==> config.mk <==
export PLATFORM = sky130hd
export DESIGN_NAME = alu_seq32
export DESIGN_NICKNAME = d
export VERILOG_FILES = /design/src/rtl/alu_pkg.sv /design/src/rtl/alu_seq32_flags.sv /design/src/rtl/alu_seq32.sv
export SDC_FILE = /design/constraint.sdc
export NUM_CORES = 1
export LEC_CHECK = 0
export CAP_MARGIN = 20
export CELL_PAD_IN_SITES_DETAIL_PLACEMENT = 0
export CELL_PAD_IN_SITES_GLOBAL_PLACEMENT = 1
export CORE_UTILIZATION = 37
export DETAILED_ROUTE_END_ITERATION = 10
export HOLD_SLACK_MARGIN = 0.02
export PLACE_DENSITY_LB_ADDON = 0.1
export SKIP_CTS_REPAIR_TIMING = 1
export SYNTH_ARGS = -nofsm -noshare
export SYNTH_HDL_FRONTEND = slang
export SYNTH_SLANG_ARGS = --single-unit
export TNS_END_PERCENT = 50
==> constraint.sdc <==
create_clock -name clk -period 4 [get_ports clk]
set_input_delay 0.4 -clock clk [delete_from_list [all_inputs] [get_ports clk]]
set_output_delay 0.4 -clock clk [all_outputs]
set_load 0.005 [all_outputs]
==> src/rtl/alu_pkg.sv <==
// Shared definitions for the 16-bit ALU and the 32-bit sequencer built on it:
// opcodes, flag bit positions, sequencer op encoding and FSM states.
package alu_pkg;
   localparam int OPW = 8;
   localparam int FLW = 5;

   localparam logic [OPW-1:0] ALU_ADDCU = 8'b0000_0100;
   localparam logic [OPW-1:0] ALU_NOP   = 8'h00;

   localparam int FLG_Z = 4;
   localparam int FLG_C = 3;
   localparam int FLG_F = 2;
   localparam int FLG_L = 1;
   localparam int FLG_N = 0;

   typedef enum logic [1:0] {
      SEQ_ADD32  = 2'b00,
      SEQ_SUB32  = 2'b01,
      SEQ_CMP32U = 2'b10,
      SEQ_CMP32S = 2'b11
   } seq_op_e;

   typedef enum logic [1:0] {
      ST_IDLE = 2'b00,
      ST_LO   = 2'b01,
      ST_HI   = 2'b10,
      ST_DONE = 2'b11
   } seq_state_e;
endpackage

==> src/rtl/alu_seq32_flags.sv <==
// Combinational 32-bit flag former: merges the low-pass zero with the high-pass
// result/carry and operand signs into Z/C/F/L/N. Zero latency, no flow control.
module alu_seq32_flags
   import alu_pkg::*;
(
   input  logic           zero_lo,
   input  logic [15:0]    hi_c,
   input  logic           hi_carry,
   input  logic           a_sign,
   input  logic           beff_sign,
   input  logic [1:0]     op,
   output logic [FLW-1:0] flags
);
   logic r_sign;
   logic ovf;

   always_comb begin
      r_sign = hi_c[15];
      // Overflow is judged on the effective B, so sub/cmp reuse the add rule.
      ovf    = (~a_sign & ~beff_sign & r_sign) | (a_sign & beff_sign & ~r_sign);

      flags        = '0;
      flags[FLG_Z] = zero_lo & (hi_c == 16'h0000);
      flags[FLG_C] = hi_carry;
      flags[FLG_N] = r_sign;
      flags[FLG_F] = ovf;
      case (op)
         SEQ_CMP32U: flags[FLG_L] = ~hi_carry;
         SEQ_CMP32S: flags[FLG_L] = r_sign ^ ovf;
         default:    flags[FLG_L] = 1'b0;
      endcase
   end
endmodule

==> src/rtl/alu_seq32.sv <==
// 32-bit add/sub/compare as two chained passes on a shared 16-bit ALU; 3 clocks accept->rsp_valid.
// Response held until rsp_ready; req_ready only in IDLE. ALU_SEQ32_PSR_EN adds a sticky psr flag register.
module alu_seq32
   import alu_pkg::*;
(
   input  logic           clk,
   input  logic           reset,
   input  logic           req_valid,
   output logic           req_ready,
   input  logic [1:0]     req_op,
   input  logic [31:0]    req_a,
   input  logic [31:0]    req_b,
   output logic [15:0]    alu_a,
   output logic [15:0]    alu_b,
   output logic           alu_cin,
   output logic [OPW-1:0] alu_opcode,
   input  logic [15:0]    alu_c,
   input  logic [FLW-1:0] alu_flags,
`ifdef ALU_SEQ32_PSR_EN
   input  logic           psr_clr,
   output logic [FLW-1:0] psr,
`endif
   output logic           rsp_valid,
   input  logic           rsp_ready,
   output logic [31:0]    rsp_c,
   output logic [FLW-1:0] rsp_flags
);
   seq_state_e     state_q, state_d;
   seq_op_e        op_q, op_d;
   logic [31:0]    a_q, a_d;
   logic [31:0]    beff_q, beff_d;
   logic           carry_lo_q, carry_lo_d;
   logic           zero_lo_q, zero_lo_d;
   logic [15:0]    res_lo_q, res_lo_d;
   logic [31:0]    rsp_c_q, rsp_c_d;
   logic [FLW-1:0] rsp_flags_q, rsp_flags_d;
   logic [FLW-1:0] hi_flags;
   logic           flags_unused;

   assign flags_unused = ^alu_flags[FLG_F:FLG_N];

   alu_seq32_flags u_flags (
      .zero_lo   (zero_lo_q),
      .hi_c      (alu_c),
      .hi_carry  (alu_flags[FLG_C]),
      .a_sign    (a_q[31]),
      .beff_sign (beff_q[31]),
      .op        (op_q),
      .flags     (hi_flags)
   );

   always_comb begin
      state_d     = state_q;
      op_d        = op_q;
      a_d         = a_q;
      beff_d      = beff_q;
      carry_lo_d  = carry_lo_q;
      zero_lo_d   = zero_lo_q;
      res_lo_d    = res_lo_q;
      rsp_c_d     = rsp_c_q;
      rsp_flags_d = rsp_flags_q;
      alu_a       = 16'h0000;
      alu_b       = 16'h0000;
      alu_cin     = 1'b0;
      alu_opcode  = ALU_NOP;
      req_ready   = 1'b0;
      rsp_valid   = 1'b0;

      case (state_q)
         ST_IDLE: begin
            req_ready = 1'b1;
            if (req_valid) begin
               op_d    = seq_op_e'(req_op);
               a_d     = req_a;
               beff_d  = (seq_op_e'(req_op) == SEQ_ADD32) ? req_b : ~req_b;
               state_d = ST_LO;
            end
         end
         ST_LO: begin
            // Subtract as A + ~B + 1: the +1 enters through the low carry-in.
            alu_opcode = ALU_ADDCU;
            alu_a      = a_q[15:0];
            alu_b      = beff_q[15:0];
            alu_cin    = (op_q != SEQ_ADD32);
            carry_lo_d = alu_flags[FLG_C];
            zero_lo_d  = alu_flags[FLG_Z];
            res_lo_d   = alu_c;
            state_d    = ST_HI;
         end
         ST_HI: begin
            alu_opcode  = ALU_ADDCU;
            alu_a       = a_q[31:16];
            alu_b       = beff_q[31:16];
            alu_cin     = carry_lo_q;
            rsp_c_d     = (op_q[1]) ? 32'h0000_0000 : {alu_c, res_lo_q};
            rsp_flags_d = hi_flags;
            state_d     = ST_DONE;
         end
         ST_DONE: begin
            rsp_valid = 1'b1;
            if (rsp_ready) state_d = ST_IDLE;
         end
         default: state_d = ST_IDLE;
      endcase
   end

   always_ff @(posedge clk or posedge reset) begin
      if (reset) begin
         state_q     <= ST_IDLE;
         op_q        <= SEQ_ADD32;
         a_q         <= '0;
         beff_q      <= '0;
         carry_lo_q  <= 1'b0;
         zero_lo_q   <= 1'b0;
         res_lo_q    <= '0;
         rsp_c_q     <= '0;
         rsp_flags_q <= '0;
      end else begin
         state_q     <= state_d;
         op_q        <= op_d;
         a_q         <= a_d;
         beff_q      <= beff_d;
         carry_lo_q  <= carry_lo_d;
         zero_lo_q   <= zero_lo_d;
         res_lo_q    <= res_lo_d;
         rsp_c_q     <= rsp_c_d;
         rsp_flags_q <= rsp_flags_d;
      end
   end

   assign rsp_c     = rsp_c_q;
   assign rsp_flags = rsp_flags_q;

`ifdef ALU_SEQ32_PSR_EN
   logic [FLW-1:0] psr_q, psr_d;

   always_comb begin
      psr_d = psr_q;
      if (psr_clr)                     psr_d = '0;
      else if (rsp_valid && rsp_ready) psr_d = rsp_flags_q;
   end

   always_ff @(posedge clk or posedge reset) begin
      if (reset) psr_q <= '0;
      else       psr_q <= psr_d;
   end

   assign psr = psr_q;
`endif
endmodule

* Word-level counts from Yosys, hierarchy flattened
Index checks and enable logic that the tools add are counted.
** Word-level totals
- Register bits :: 123
- Word-level logic and storage cells :: 47
- Bits of input ports :: 91
- Output and inout port bits :: 80
** Operators by class
- Eq/ne operators :: 7
- Muxes and demuxes :: 12
- Reduce and logical (&&, ||, !) cells :: 7
- Bitwise operators :: 12
** Operator list (number)
- $mux 32 :: 2
- $pmux 16 s2 :: 2
- $not 32->32 :: 1
- $logic_not 16->1 :: 1
- $eq 2x2->1 const B :: 4
- $pmux 2 s4 :: 1
- $and 1x1->1 :: 5
- $logic_not 2->1 :: 2
- $mux 2 :: 2
- $ne 2x2->1 const B :: 2
- $not 1->1 :: 4
- $pmux 1 s2 :: 2
- $reduce_and 2->1 :: 2
- $mux 3 :: 1
- $eq 2x1->1 const B :: 1
- $mux 1 :: 2
- $reduce_bool 2->1 :: 1
- $reduce_or 2->1 :: 1
- $or 1x1->1 :: 1
- $xor 1x1->1 :: 1

* Longest topological paths before layout
- Depth in word-level cells :: 6
- Depth in mapped cells :: 7
- Depth with buffers taken out :: 5

* Hierarchy
A second synthesis with hierarchy kept.
** Second synthesis, totals
- Cell total of the unflattened synthesis :: 518
- Area, all modules :: 5829.3 um2
** By module, submodules not included
- alu_seq32 :: cells an instance 500, times used 1, area an instance 5723.0 um2
- alu_seq32_flags :: cells an instance 18, times used 1, area an instance 106.4 um2

* Least setup slack after synthesis
No wires, ideal clock.
- Kind :: register to output
- Start point :: reg state_q[0]
- End point :: out alu_a[10]
- Arrival time :: 1.160 ns
- Cell stages (with the launch flop) :: 5
- Buffers on the path :: 1
- Slack :: 2.440 ns
- Cell sequence :: dfrtp_1 inv_1 ha_1 clkbuf_1 nor2b_1
** Between the ends
- Longest elaborated chain between the ends :: 2
- Elaborated cells on any way between the ends :: 3
- Those cells by class :: eq/ne (2); mux (1)
** Ends and longest elaborated chain
- start, declared :: RTL line alu_seq32.sv:28 : seq_state_e state_q, state_d;
- start signal, assigned :: RTL line alu_seq32.sv:119 : state_q <= state_d;
- $eq 2x2->1 / $eq 2x1->1 (equally long branches) :: RTL line alu_seq32.sv:69 : case (state_q)
- $pmux 16 s2 (*) :: RTL line alu_seq32.sv:69
- end, declared :: RTL line alu_seq32.sv:13 : output logic [15:0] alu_a,
Mark *: on every way between the ends. The rest lies on a longest branch, timed or not.

* Worst setup path in the final report
- Start point :: reg state_q[1]
- End point :: out alu_cin
** Between the ends
- Longest elaborated chain between the ends :: 2
- Elaborated cells on any way between the ends :: 3
- Those cells by class :: eq/ne (2); mux (1)
** Ends and longest elaborated chain
- $eq 2x2->1 / $eq 2x1->1 (equally long branches) :: RTL line alu_seq32.sv:69
- $pmux 1 s2 (*) :: RTL line alu_seq32.sv:69
- end, declared :: RTL line alu_seq32.sv:15 : output logic alu_cin,
Marked as above.

==> metrics <==
Routed WL per cell=15.44 um; DR vias=4175; post-synthesis compound-gate area fraction=11.42%; largest net degree at the start of global routing=67; Die W=127.3 um; max_slew headroom=38.80%; Critical Path Start=state_q[1]; type of the most critical hold path=in2async; Hold WS=0.4708 ns; post-synthesis adder-cell area fraction=0.8617%; RR Endpoint=beff_q[25]; Detailed Place HPWL=8.809 mm; Mapped Area=5808 sq um; PwrDens=809.4 nW/um^2; Critical Path End Type=output port; Die H=127.3 um; Critical Path RT=3.60 ns; IO buf count=160; Max IR drop VDD=0.0004814 V; fin nets=759; ANT cells=0; simple-gate share of the synthesized area=9.457%; CP max stage delay=0.54 ns; Clk Latency, worst-skew pair=0.41 ns; Final Critical Period=3.017 ns; non-filler instance count after layout=888; Syn Inst Count=517; Post-Syn Area per Cell=11.23 sq um; CP startpoint kind=flip-flop; CTS root buf=clkbuf_16; number of clock sinks=123; Static Leak=3.587 nW; R2R depth=5; DP Area=7478 sq um; RSZ-0062 raised after global routing=no; Post-Place Cells=855; post-synth cell types=30; RePlAce Congestion=0.7349; Final WS setup=0.9828 ns; Layout Skew=0.005872 ns; Max Fanout on Critical Path=19; topmost layer with routed signal wires=met4; Place WS=1.400 ns; Routed Antenna Nets=0; Via-to-Cell Ratio=4.702; CP arrival=2.62 ns; Final Cycle Share=75.43%; r2r setup slk=1.73 ns; initial core utilization=38.06%; GR Overflow Total=0; CTS Buffer Depth=2; Final Hold Fails=0; Iter 0 DRT Violations=200; H-tree depth=4; FF+latch count, synth=123; final setup vio count=0; critical path cell sequence=inv_1 > ha_2 > buf_4 > o21ai_0 > a21boi_0 > clkdlybuf4s50_1; launching point of the worst reg2reg path=state_q[0]; first-pass GRT wire length=22.09 mm; largest family of logic cells by synthesized area=multiplexers; vias in the first global route=4340; num rows=45; worst-margin pin slew=0.9180 ns; design area=8200 sq um; die area=16200 sq um; I/O pin total=171; WL final=13.72 mm; FFs w/ async S/R, synth=100.0%; clk slew on worst S/H paths=0.06 ns; Ys Warns=0; Metal-1 WL=6.205 mm; GRT Util Overall=17.70%; Post-Synth XOR/XNOR Area=4.826%; highest clock rate=0.3314 GHz; setup TNS=0 ns; CP max-delay cell=clkdlybuf4s50_1; Max Cap Viol=0; run status=complete, no violations; ys flop type=dfrtp_1; CTS tree=yes; DRC Markers=0; Area Overhead vs Synth=41.19%; WL met3=701 um; initial antenna violation count=0; met2 WL post-DR=6.624 mm; Critical Path Sink=alu_cin; critical path class=reg2out; CTS Buf Count=17; mux cell area share after synthesis=12.67%; Seq/Total Area, Yosys=52.99%; fraction of layout cells with a size suffix above 1=14.62%; Pre-antenna DRT Iters=4; number of enable flip-flop cells after synthesis=0; Core Region=15260 sq um; final slew viol count=0
==> flip-flops by register name, summed over array words and instances (netlist names) <==
register	cells
a_q	32
beff_q	32
rsp_c	32
res_lo_q	16
rsp_flags	5
op_q	2
state_q	2
carry_lo_q	1
zero_lo_q	1
==> cells in the mapped netlist (2+ instances only) <==
cell type | instances | area, sq um
a21oi_1 | 3 | 15.01
a22oi_1 | 32 | 240.2
buf_2 | 16 | 80.08
buf_4 | 12 | 90.09
buf_6 | 9 | 101.4
clkbuf_1 | 9 | 33.78
dfrtp_1 | 123 | 3078
ha_1 | 4 | 50.05
inv_1 | 38 | 142.6
mux2_2 | 20 | 225.2
mux2_4 | 34 | 510.5
nand2_1 | 65 | 244.0
nand3_1 | 2 | 10.01
nand3b_1 | 2 | 15.01
nor2_1 | 2 | 7.510
nor2b_1 | 34 | 212.7
nor4_1 | 3 | 18.77
o21ai_0 | 31 | 155.2
o21ai_1 | 5 | 25.02
o22ai_1 | 32 | 200.2
xor2_1 | 32 | 280.3
==> area by class of cell <==
| cell class | count | area [sq um] |
|---|---|---|
| fill | 1398 | 7058 |
| clock inverter | 15 | 269.0 |
| multi-input combinational | 316 | 2325 |
| tap | 211 | 264.0 |
| clock buffer | 17 | 425.4 |
| sequential | 123 | 3078 |
| inverter | 38 | 145.1 |
| timing repair buffer | 168 | 1694 |
==> where the power goes <==
group | total [mW] | internal [mW] | leakage, nW | switching (mW)
registers | 2.14 | 1.82 | 1.52 | 0.318
clock network | 1.80 | 1.23 | 0.342 | 0.564
logic | 2.70 | 1.53 | 1.73 | 1.16
==> layout by cell type (no fill, tap or decap), types with 2 or more instances in the layout <==
cell / synthesis / layout
a21oi_1: 3 / 3
a22oi_1: 32 / 32
buf_4: 12 / 6
bufinv_16: 0 / 7
clkbuf_16: 0 / 17
clkdlybuf4s50_1: 0 / 160
clkinv_2: 0 / 3
clkinv_4: 0 / 3
conb_1: 1 / 7
dfrtp_1: 123 / 123
ha_1: 4 / 2
inv_1: 38 / 37
inv_6: 0 / 2
mux2_2: 20 / 20
mux2_4: 34 / 34
nand2_1: 65 / 65
nand3_1: 2 / 2
nand3b_1: 2 / 2
nor2_1: 2 / 2
nor2b_1: 34 / 34
nor4_1: 3 / 3
o21ai_0: 31 / 31
o21ai_1: 5 / 5
o22ai_1: 32 / 32
xor2_1: 32 / 32
==> worst min path at each step <==
stage	from	endpoint	slack [ns]	depth (start not counted)
after global placement	beff_q[3]	beff_q[3]	0.46	2
final	reset	rsp_flags[3]	0.47	2
after floorplan	beff_q[16]	beff_q[16]	0.45	2
after CTS	beff_q[14]	beff_q[14]	0.48	2
after global routing	beff_q[2]	beff_q[2]	0.50	2
after detailed placement	beff_q[14]	beff_q[14]	0.47	2
==> metrics by stage <==
step	total power, mW	util, %
CTS	6.719	53.56
global route	7.074	53.74
detailed placement	4.880	49.01
global placement	4.820	49.01
finish	6.637	53.74
floorplan	3.799	-
==> layer usage <==
| layer | GRT usage [%] | up-vias |
|---|---|---|
| met2 | 29.28 | 113 |
| met3 | 5.570 | 15 |
| met4 | 6.513 | 0 |
| met5 | 0 | - |
| met1 | 21.66 | 2022 |
| li1 | - | 2025 |
==> kinds of logic (layout without fill, tap and decap cells) <==
| kind of cell | after synthesis | in the layout |
|---|---|---|
| compound gates | 106 | 106 |
| flops | 123 | 123 |
| xor+xnor | 32 | 32 |
| simple gates | 113 | 113 |
| buf+inv | 84 | 238 |
| other cells | 1 | 7 |
| mux | 54 | 54 |
| fa+ha+maj | 4 | 4 |
==> critical path, delay by kind of cell, from the launching register on <==
kind                       cells  cell delay, ns
AOI/OAI and AO/OA              2            0.30
buffers and inverters          3            0.98
adders and majority gates      1            0.48
DFF                            1            0.43
Note: power is estimated with default switching activity, not from simulation.
